$ cat src/rtl/seg7_pkg.sv
// Seven-segment constants shared by the display encoder and the scan decoder,
// plus the sampling FSM state type.
package seg7_pkg;

    localparam logic [6:0] SEG_0     = 7'b1111110;
    localparam logic [6:0] SEG_1     = 7'b0110000;
    localparam logic [6:0] SEG_2     = 7'b1101101;
    localparam logic [6:0] SEG_3     = 7'b1111001;
    localparam logic [6:0] SEG_4     = 7'b0110011;
    localparam logic [6:0] SEG_5     = 7'b1011011;
    localparam logic [6:0] SEG_6     = 7'b1011111;
    localparam logic [6:0] SEG_7     = 7'b1110000;
    localparam logic [6:0] SEG_8     = 7'b1111111;
    localparam logic [6:0] SEG_9     = 7'b1111011;
    localparam logic [6:0] SEG_BLANK = 7'b0000000;

    localparam logic [3:0] BCD_BLANK = 4'hF;
    localparam logic [3:0] BCD_ERR   = 4'hE;

    typedef enum logic [1:0] {
        StIdle,
        StSettling,
        StSampled
    } state_e;

endpackage

$ cat src/rtl/seg7_pattern_dec.sv
// Combinational abcdefg pattern to BCD decoder; blank maps to BCD_BLANK,
// anything unrecognised to BCD_ERR with err set.
module seg7_pattern_dec
    import seg7_pkg::*;
(
    input  logic [6:0] seg_i,
    output logic [3:0] val_o,
    output logic       err_o
);

    always_comb begin
        val_o = BCD_ERR;
        err_o = 1'b0;
        unique case (seg_i)
            SEG_0:     val_o = 4'd0;
            SEG_1:     val_o = 4'd1;
            SEG_2:     val_o = 4'd2;
            SEG_3:     val_o = 4'd3;
            SEG_4:     val_o = 4'd4;
            SEG_5:     val_o = 4'd5;
            SEG_6:     val_o = 4'd6;
            SEG_7:     val_o = 4'd7;
            SEG_8:     val_o = 4'd8;
            SEG_9:     val_o = 4'd9;
            SEG_BLANK: val_o = BCD_BLANK;
            default: begin
                val_o = BCD_ERR;
                err_o = 1'b1;
            end
        endcase
    end

endmodule

$ cat src/rtl/seg7_scan_decoder.sv
// Recovers digit values from a multiplexed seven-segment bus: samples each
// strobed digit once it is stable, assembles full frames, presents them valid/ready.
module seg7_scan_decoder
    import seg7_pkg::*;
#(
    parameter int unsigned NDIG   = 4,
    parameter int unsigned SETTLE = 4
) (
    input  logic                clk,
    input  logic                rst,
    input  logic [6:0]          seg,
    input  logic [NDIG-1:0]     dig_en,
    output logic [4*NDIG-1:0]   out_bcd,
    output logic [NDIG-1:0]     out_err,
    output logic                out_valid,
    input  logic                out_ready,
    output logic                ovf
);

    localparam int unsigned      CntW      = $clog2(SETTLE + 1);
    localparam logic [CntW-1:0]  SettleCnt = CntW'(SETTLE);

    state_e                 state_q, state_d;
    logic [CntW-1:0]        cnt_q, cnt_d;
    logic [NDIG+6:0]        last_q, last_d;
    logic [NDIG-1:0]        mask_q, mask_d;
    logic [4*NDIG-1:0]      store_bcd_q, store_bcd_d;
    logic [NDIG-1:0]        store_err_q, store_err_d;
    logic [4*NDIG-1:0]      out_bcd_q, out_bcd_d;
    logic [NDIG-1:0]        out_err_q, out_err_d;
    logic                   out_valid_q, out_valid_d;
    logic                   ovf_q, ovf_d;

    logic                   onehot;
    logic                   same;
    logic                   sample;
    logic [NDIG-1:0]        mask_set;
    logic [3:0]             dec_val;
    logic                   dec_err;

    seg7_pattern_dec u_dec (
        .seg_i (seg),
        .val_o (dec_val),
        .err_o (dec_err)
    );

    assign onehot = (dig_en != '0) && ((dig_en & (dig_en - NDIG'(1))) == '0);
    assign same   = ({dig_en, seg} == last_q);
    assign last_d = {dig_en, seg};

    // cnt counts consecutive identical cycles including the current one.
    always_comb begin
        state_d = state_q;
        cnt_d   = cnt_q;
        sample  = 1'b0;
        if (!onehot) begin
            state_d = StIdle;
            cnt_d   = '0;
        end else if (same && state_q == StSampled) begin
            state_d = StSampled;
        end else if (same && state_q == StSettling) begin
            if (cnt_q + CntW'(1) == SettleCnt) begin
                sample  = 1'b1;
                state_d = StSampled;
                cnt_d   = SettleCnt;
            end else begin
                state_d = StSettling;
                cnt_d   = cnt_q + CntW'(1);
            end
        end else begin
            cnt_d = CntW'(1);
            if (SettleCnt == CntW'(1)) begin
                sample  = 1'b1;
                state_d = StSampled;
            end else begin
                state_d = StSettling;
            end
        end
    end

    always_comb begin
        mask_d      = mask_q;
        store_bcd_d = store_bcd_q;
        store_err_d = store_err_q;
        out_bcd_d   = out_bcd_q;
        out_err_d   = out_err_q;
        out_valid_d = out_valid_q;
        ovf_d       = ovf_q;
        mask_set    = mask_q | dig_en;

        if (sample) begin
            for (int unsigned i = 0; i < NDIG; i++) begin
                if (dig_en[i]) begin
                    store_bcd_d[4*i +: 4] = dec_val;
                    store_err_d[i]        = dec_err;
                end
            end
            mask_d = mask_set;
        end

        if (out_valid_q && out_ready) begin
            out_valid_d = 1'b0;
        end

        // The completing digit is taken from the next-state store, not the flops.
        if (sample && mask_set == '1) begin
            mask_d = '0;
            if (!out_valid_q || out_ready) begin
                out_bcd_d   = store_bcd_d;
                out_err_d   = store_err_d;
                out_valid_d = 1'b1;
            end else begin
                ovf_d = 1'b1;
            end
        end
    end

    always_ff @(posedge clk) begin
        if (rst) begin
            state_q     <= StIdle;
            cnt_q       <= '0;
            last_q      <= '0;
            mask_q      <= '0;
            store_bcd_q <= '0;
            store_err_q <= '0;
            out_bcd_q   <= '0;
            out_err_q   <= '0;
            out_valid_q <= 1'b0;
            ovf_q       <= 1'b0;
        end else begin
            state_q     <= state_d;
            cnt_q       <= cnt_d;
            last_q      <= last_d;
            mask_q      <= mask_d;
            store_bcd_q <= store_bcd_d;
            store_err_q <= store_err_d;
            out_bcd_q   <= out_bcd_d;
            out_err_q   <= out_err_d;
            out_valid_q <= out_valid_d;
            ovf_q       <= ovf_d;
        end
    end

    assign out_bcd   = out_bcd_q;
    assign out_err   = out_err_q;
    assign out_valid = out_valid_q;
    assign ovf       = ovf_q;

endmodule

$ cat config.mk
export PLATFORM = sky130hd
export DESIGN_NAME = seg7_scan_decoder
export DESIGN_NICKNAME = d
export VERILOG_FILES = /design/src/rtl/seg7_pkg.sv /design/src/rtl/seg7_pattern_dec.sv /design/src/rtl/seg7_scan_decoder.sv
export SDC_FILE = /design/constraint.sdc
export NUM_CORES = 1
export LEC_CHECK = 0
export CAP_MARGIN = 20
export CORE_UTILIZATION = 56
export DETAILED_ROUTE_END_ITERATION = 10
export DONT_BUFFER_PORTS = 1
export GPL_ROUTABILITY_DRIVEN = 0
export PLACE_DENSITY = 0.74
export SLEW_MARGIN = 20
export SYNTH_ARGS = -nofsm -noshare
export SYNTH_HDL_FRONTEND = slang
export SYNTH_HIERARCHICAL = 1
export SYNTH_SLANG_ARGS = --single-unit
$ cat constraint.sdc
create_clock -name clk -period 2 [get_ports clk]
set_input_delay 0.4 -clock clk [delete_from_list [all_inputs] [get_ports clk]]
set_output_delay 0.4 -clock clk [all_outputs]
set_load 0.05 [all_outputs]
; Yosys cells after proc, flatten, opt, wreduce, memory -nomap -nowiden
; Cells that the tools add are included.
[totals]
regBits = 62
in_bits = 14
out_inout_bits = 22
word_cells = 72
[op_classes]
addsub = 2
eq_ne = 15
n_mux = 24
bitwise_logic = 4
n_reduce_logical = 16
[ops]
columns = op, count
row1 = 7-bit == test (second input constant), 8
row2 = 4-bit case mux with 11 select lines, 1
row3 = 4-bit two-way mux, 5
row4 = 16-bit two-way mux, 1
row5 = 7-bit by 6-bit == test with 1-bit output (second input constant), 2
row6 = 1-bit two-way mux, 12
row7 = 11-bit == test, 1
row8 = 11-bit OR reduction, 1
row9 = 7-bit logical NOT, 1
row10 = 2-bit two-way mux, 3
row11 = 3-bit two-way mux, 2
row12 = 1-bit logical AND, 5
row13 = 4-bit bitwise AND, 1
row14 = 4-bit == test (second input constant), 1
row15 = 4-bit logical NOT, 1
row16 = 4-bit OR, 1
row17 = 2-bit AND reduction, 2
row18 = 4-bit nonzero test, 1
row19 = 2-bit OR reduction, 2
row20 = 4-bit by 1-bit subtractor with 4-bit output (second input constant), 1
row21 = 3-bit by 1-bit adder with 3-bit output (second input constant), 1
row22 = 3-bit == test (second input constant), 1
row23 = 3-bit OR reduction, 1
row24 = 2-bit by 1-bit == test with 1-bit output (second input constant), 1
row25 = 4 further kinds, 5

; Depth between registers and ports, before layout
[depth]
word_depth = 8
depth_mapped = 10
depth_no_buf = 8

; Modules after synthesis
; The synthesis kept the hierarchy.
[by_module_without_submodules]
columns = mod, n_inst, cells_per_inst, area_each_um2, seq_area_each_um2
row1 = seg7_scan_decoder, 1, 283, 2617.5, 1241.2
row2 = seg7_pattern_dec, 1, 35, 235.2, 0.0

; Worst setup path before layout
; Ideal clock, no wire load.
[synth_path]
path_type = flip-flop to flip-flop
start = reg cnt_q[0]
end = reg out_bcd_q[10] (netlist: out_bcd[10])
setup_time_ns = 0.081
arrival_ns = 1.948
required_time_ns = 1.919
slack_ns = -0.029
path_stages_with_launch = 11
path_buffers = 2
synth_period_minus_slack_ns = 2.029
path_cell_list = dfxtp_1 > ha_1 > ha_1 > clkbuf_1 > o21ai_0 > nor3_1 > nand2_4 > nor3_4 > buf_6 > nor2_1 > a211oi_2
[synth_via]
elab_chain_len = 8
word_cells_on_any_way = 9
classes_between = add/sub: 1 / eq/ne: 1 / mux: 5 / reduce/logical: 2
[synth_rtl]
columns = item, line_no
row1 = start: declaration, seg7_scan_decoder.sv:24  ; logic [CntW-1:0] cnt_q, cnt_d;
row2 = start signal: assignment, seg7_scan_decoder.sv:132  ; cnt_q <= cnt_d;
row3 = 3-bit by 1-bit adder with 3-bit output (*), seg7_scan_decoder.sv:62  ; if (cnt_q + CntW'(1) == SettleCnt) begin
row4 = 3-bit == test (*), seg7_scan_decoder.sv:62
row5 = 1-bit two-way mux (*), seg7_scan_decoder.sv:62
row6 = 1-bit two-way mux (*), seg7_scan_decoder.sv:61  ; end else if (same && state_q == StSettling) begin
row7 = 1-bit two-way mux (*), seg7_scan_decoder.sv:59  ; end else if (same && state_q == StSampled) begin
row8 = 1-bit two-way mux (*), seg7_scan_decoder.sv:56  ; if (!onehot) begin
row9 = 1-bit logical AND, seg7_scan_decoder.sv:106  ; if (sample && mask_set == '1) begin
row10 = 2-bit AND reduction (no source line), --
row11 = end signal: assignment, seg7_scan_decoder.sv:137  ; out_bcd_q <= out_bcd_d;
row12 = end: declaration, seg7_scan_decoder.sv:29  ; logic [4*NDIG-1:0] out_bcd_q, out_bcd_d;
; Mark *: on every way between the ends. The rest lies on a longest branch, timed or not.
; A chain may end at the register's enable or synchronous reset.

; Final worst setup path
[layout_path]
start = reg last_q[0]
end = reg out_bcd_q[10] (netlist: out_bcd[10])
[layout_via]
elab_chain_len = 7
word_cells_on_any_way = 9
classes_between = eq/ne: 1 / mux: 4 / reduce/logical: 4
[layout_rtl]
columns = item, line_no
row1 = start: declaration, seg7_scan_decoder.sv:25  ; logic [NDIG+6:0] last_q, last_d;
row2 = start signal: assignment, seg7_scan_decoder.sv:133  ; last_q <= last_d;
row3 = 11-bit == test (*), seg7_scan_decoder.sv:48  ; assign same = ({dig_en, seg} == last_q);
row4 = 1-bit logical AND, seg7_scan_decoder.sv:61
row5 = 1-bit two-way mux, seg7_scan_decoder.sv:61
row6 = 1-bit two-way mux (*), seg7_scan_decoder.sv:59
row7 = 1-bit two-way mux (*), seg7_scan_decoder.sv:56
row8 = 1-bit logical AND, seg7_scan_decoder.sv:106
row9 = 2-bit AND reduction (no source line), --
; Marked as above.

==> impl_summary.md <==
Yosys
Counting every instance in the synthesized netlist gives 318. The mapped netlist covers 2850 µm². The synthesized design contains 0 enable-type register cells. For this run, the number of Yosys warnings is 6. The share of flip-flops with an asynchronous set or reset after synthesis is 0. The number of nets handed over by synthesis was 334. The average instance in the mapped netlist occupies 8.97 µm². The top flip-flop cell by instance count after synthesis is sky130_fd_sc_hd__dfxtp_1. The area share of the largest cell type after synthesis is 0.435. Counting distinct cell types in the post-synthesis netlist gives 46. By area the synthesized netlist is led by sky130_fd_sc_hd__dfxtp_1, sky130_fd_sc_hd__nor2_1, sky130_fd_sc_hd__a211oi_2.

The number of synthesized register bits is 62. The register area share after synthesis is 0.435. The biggest area contributor in the post-synthesis netlist is sky130_fd_sc_hd__dfxtp_1.

Routing
Before antenna repair, the detailed router went through 4 iterations. The remaining antenna violation count is 0. The average via count per standard cell is 5.79.

The overall via count from detail_route is 2304. The total length of routed wires is 5.97 mm. The remaining design rule violation count is 0. The number of design-rule violations left by the first detailed-router iteration is 127. Dividing the detail-routed wire length by the instance count gives 15.0 µm.

STA
The final count of negative-setup-slack endpoints is 0. The total count of hold-check failures in the final report is 0. Setup repair after global routing could not meet its margin everywhere.

The final clock period utilization by the worst path is 0.995. Clock skew on the completed layout was measured at 0.00588 ns. The number of pins with negative max-slew slack in the final report was 0.

In this run the tightest slew margin relative to its limit is 0.402. In the post-route analysis, the smallest setup slack over all paths is 0.00973 ns. The actual transition at the worst max-transition pin is 0.886 ns.

The upper clock frequency limit is 502 MHz. The final period demand of the worst path is 1.99 ns.

Global routing
The number of global-route vias before repair was 2093. The largest net degree at the start of global routing is 59. The global route total overflow is 0. In the global route stage, overall resource usage came out at 0.240.

The initial antenna violation count is 0. The first global-routing pass estimated 9.66 mm of wire.

Die
In this run the horizontal extent of the chip is 73.4 µm. The floorplan has 25 rows. The die is 73.4 µm tall. The full die area is 5380 µm².

The area of the core region is 4820 µm². For this configuration, the core starts out at a cell density of 0.592. The top-level port count is 36.

Setup path
Along the worst path, the maximum fanout reaches 20. The worst endpoint data arrival time is 2.25 ns. STA classifies the critical path endpoint as a register. The critical path start-end classification is reg -> reg. Data on the critical path is required at its endpoint by 2.26 ns. STA classifies the critical path startpoint as a register.

Clock tree
TritonCTS built the clock tree. The number of buffers inserted during clock tree synthesis is 9. The maximum count of clock buffers along a single path is 2.

The clock latency on the worst-skew pair is 0.34 ns. The clock root buffer is sky130_fd_sc_hd__clkbuf_8. The cts-stage hold buffer count is 0.

The H-tree was split into 3 levels. The number of clock sinks is 62. Clock-pin slew was measured on the worst setup and hold paths at 0.07 ns.

Layout
The net total in the final layout is 342. The fill cell total of the finished layout is 420. The fraction of final layout cells with drive strength greater than 1 is 0.275.

The final instance area is 3270 µm². The area growth from synthesis to layout is 14.5%. The number of antenna diodes in the final layout is 0. Measured on the finished design, the core utilization comes to 0.678.

Pwr
In this run the static leakage power is 1.05 nW. Power spread over the standard cell area amounts to 745 nW/µm². The worst-case IR drop observed on VDD is 0.528 mV.

Run status
The flow ran to the end, and the final reports show no timing, DRC or antenna violations.

Place
After detailed placement, the total cell area comes to 2950 µm². The setup slack after placement is -0.119 ns. The number of I/O port buffers is 0. The HPWL reported at the end of detailed placement is 3.86 mm.

Flow run
The number of max-cap violations is 0.

Worst hold path
The min-delay analysis places its worst path in the category in -> reg.
## kinds of logic after synthesis
family                     count (synthesis)  synth area share
AOI/OAI and AO/OA                         61             0.180
xor gates and xnor gates                  13            0.0399
adders and majority gates                  2           0.00877
buffers and inverters                     32            0.0623
DFF                                       62             0.435
and+or+nand+nor                          148             0.274
## worst paths after layout
| kind | startpoint | endpoint | slack (ns) | cells after the start |
|---|---|---|---|---|
| worst max-delay path | last_q[0] | out_bcd[10] | 0.01 | 7 |
| worst min-delay path | rst | last_q[1] | 0.11 | 1 |
| worst max register to register | last_q[0] | out_bcd[10] | 0.01 | 7 |
| worst min register to register | mask_q[0] | mask_q[0] | 0.45 | 2 |
## what timing repair did
| action | CTS | global route |
|---|---|---|
| pin swaps | 1 | 10 |
| resized for setup | 0 | 22 |
| endpoints found under the setup margin | 2 | 45 |
| buffers inserted | 0 | 5 |
## Yosys cell counts (2+ instances only)
cell type,n
sky130_fd_sc_hd__nand3_1,7
sky130_fd_sc_hd__nor3_1,5
sky130_fd_sc_hd__nor2_1,71
sky130_fd_sc_hd__o2111ai_1,2
sky130_fd_sc_hd__nor2b_1,13
sky130_fd_sc_hd__clkbuf_1,7
sky130_fd_sc_hd__a211oi_1,5
sky130_fd_sc_hd__ha_1,2
sky130_fd_sc_hd__buf_2,7
sky130_fd_sc_hd__nand2_1,5
sky130_fd_sc_hd__buf_6,5
sky130_fd_sc_hd__xnor2_1,12
sky130_fd_sc_hd__a21oi_1,24
sky130_fd_sc_hd__buf_4,3
sky130_fd_sc_hd__nand4_1,28
sky130_fd_sc_hd__o21ai_0,2
sky130_fd_sc_hd__dfxtp_1,62
sky130_fd_sc_hd__a211oi_2,20
sky130_fd_sc_hd__nand2b_1,2
sky130_fd_sc_hd__or4b_1,2
sky130_fd_sc_hd__inv_1,7
sky130_fd_sc_hd__buf_1,3
## cell usage in the layout, fill, tap and decap left out, types with 3 or more instances in the layout
master                       instances
sky130_fd_sc_hd__clkbuf_8            9
sky130_fd_sc_hd__inv_1               7
sky130_fd_sc_hd__nand3_1             7
sky130_fd_sc_hd__xnor2_1             8
sky130_fd_sc_hd__xnor2_2             4
sky130_fd_sc_hd__a211oi_1            4
sky130_fd_sc_hd__dfxtp_2             3
sky130_fd_sc_hd__nor2b_1            13
sky130_fd_sc_hd__a211oi_2           21
sky130_fd_sc_hd__a21oi_1            12
sky130_fd_sc_hd__dfxtp_1            59
sky130_fd_sc_hd__nand2_1             5
sky130_fd_sc_hd__nand4_1            28
sky130_fd_sc_hd__a21oi_2            12
sky130_fd_sc_hd__buf_4              20
sky130_fd_sc_hd__nor3_1              3
sky130_fd_sc_hd__clkinvlp_4          3
sky130_fd_sc_hd__nor2_1             70
## worst max-delay path: stages, from the launching register on
cell	delay (ns)
sky130_fd_sc_hd__dfxtp_1	0.31
sky130_fd_sc_hd__xnor2_1	0.17
sky130_fd_sc_hd__nand3_1	0.16
sky130_fd_sc_hd__or4_4	0.58
sky130_fd_sc_hd__nor3_4	0.23
sky130_fd_sc_hd__buf_12	0.18
sky130_fd_sc_hd__nor2_1	0.06
sky130_fd_sc_hd__a211oi_2	0.22
## sequential cells by signal, indices dropped and copies added (netlist names)
name	cells
cnt_q	3
out_valid	1
state_q	2
ovf	1
mask_q	4
out_err	4
store_err_q	4
out_bcd	16
last_q	11
store_bcd_q	16
## metrics by stage
stage / total power [W] / std cells / setup TNS (ns) / hold WS, ns
6_report: 0.00243 / 398 / 0 / 0.113
5_1_grt: 0.00252 / 398 / -1.00 / 0.0977
4_1_cts: 0.00244 / 393 / 0 / 0.106
3_5_place_dp: 0.00139 / 377 / -1.53 / 0.439
3_3_place_gp: 0.00138 / 377 / -0.573 / 0.436
2_1_floorplan: 0.00141 / 318 / 0 / 0.431
## routing by layer
layer	wire length, µm	part of all wire	vias up	GRT usage
li1	-	-	1141	-
met1	2660	0.45	1094	0.299
met2	2820	0.47	61	0.380
met3	384	0.064	8	0.0754
met4	99	0.017	0	0.109
met5	0	0	-	0
## final cells by class
class,instances,area [µm²],area share
tap,67,83.8,0.0257
inverter,7,26.3,0.00805
clock buffer,10,128,0.0391
multi-input combinational,224,1530,0.469
clock inverter,6,62.6,0.0192
timing repair buffer,22,190,0.0582
sequential,62,1240,0.381
## power breakdown
part	total, W	switching, W	internal, W
Sequential	0.00126	0.00000759	0.00125
Clock	0.00106	0.000491	0.000570
Combinational	0.000114	0.0000550	0.0000590
Power figures use the tool's default switching activity.
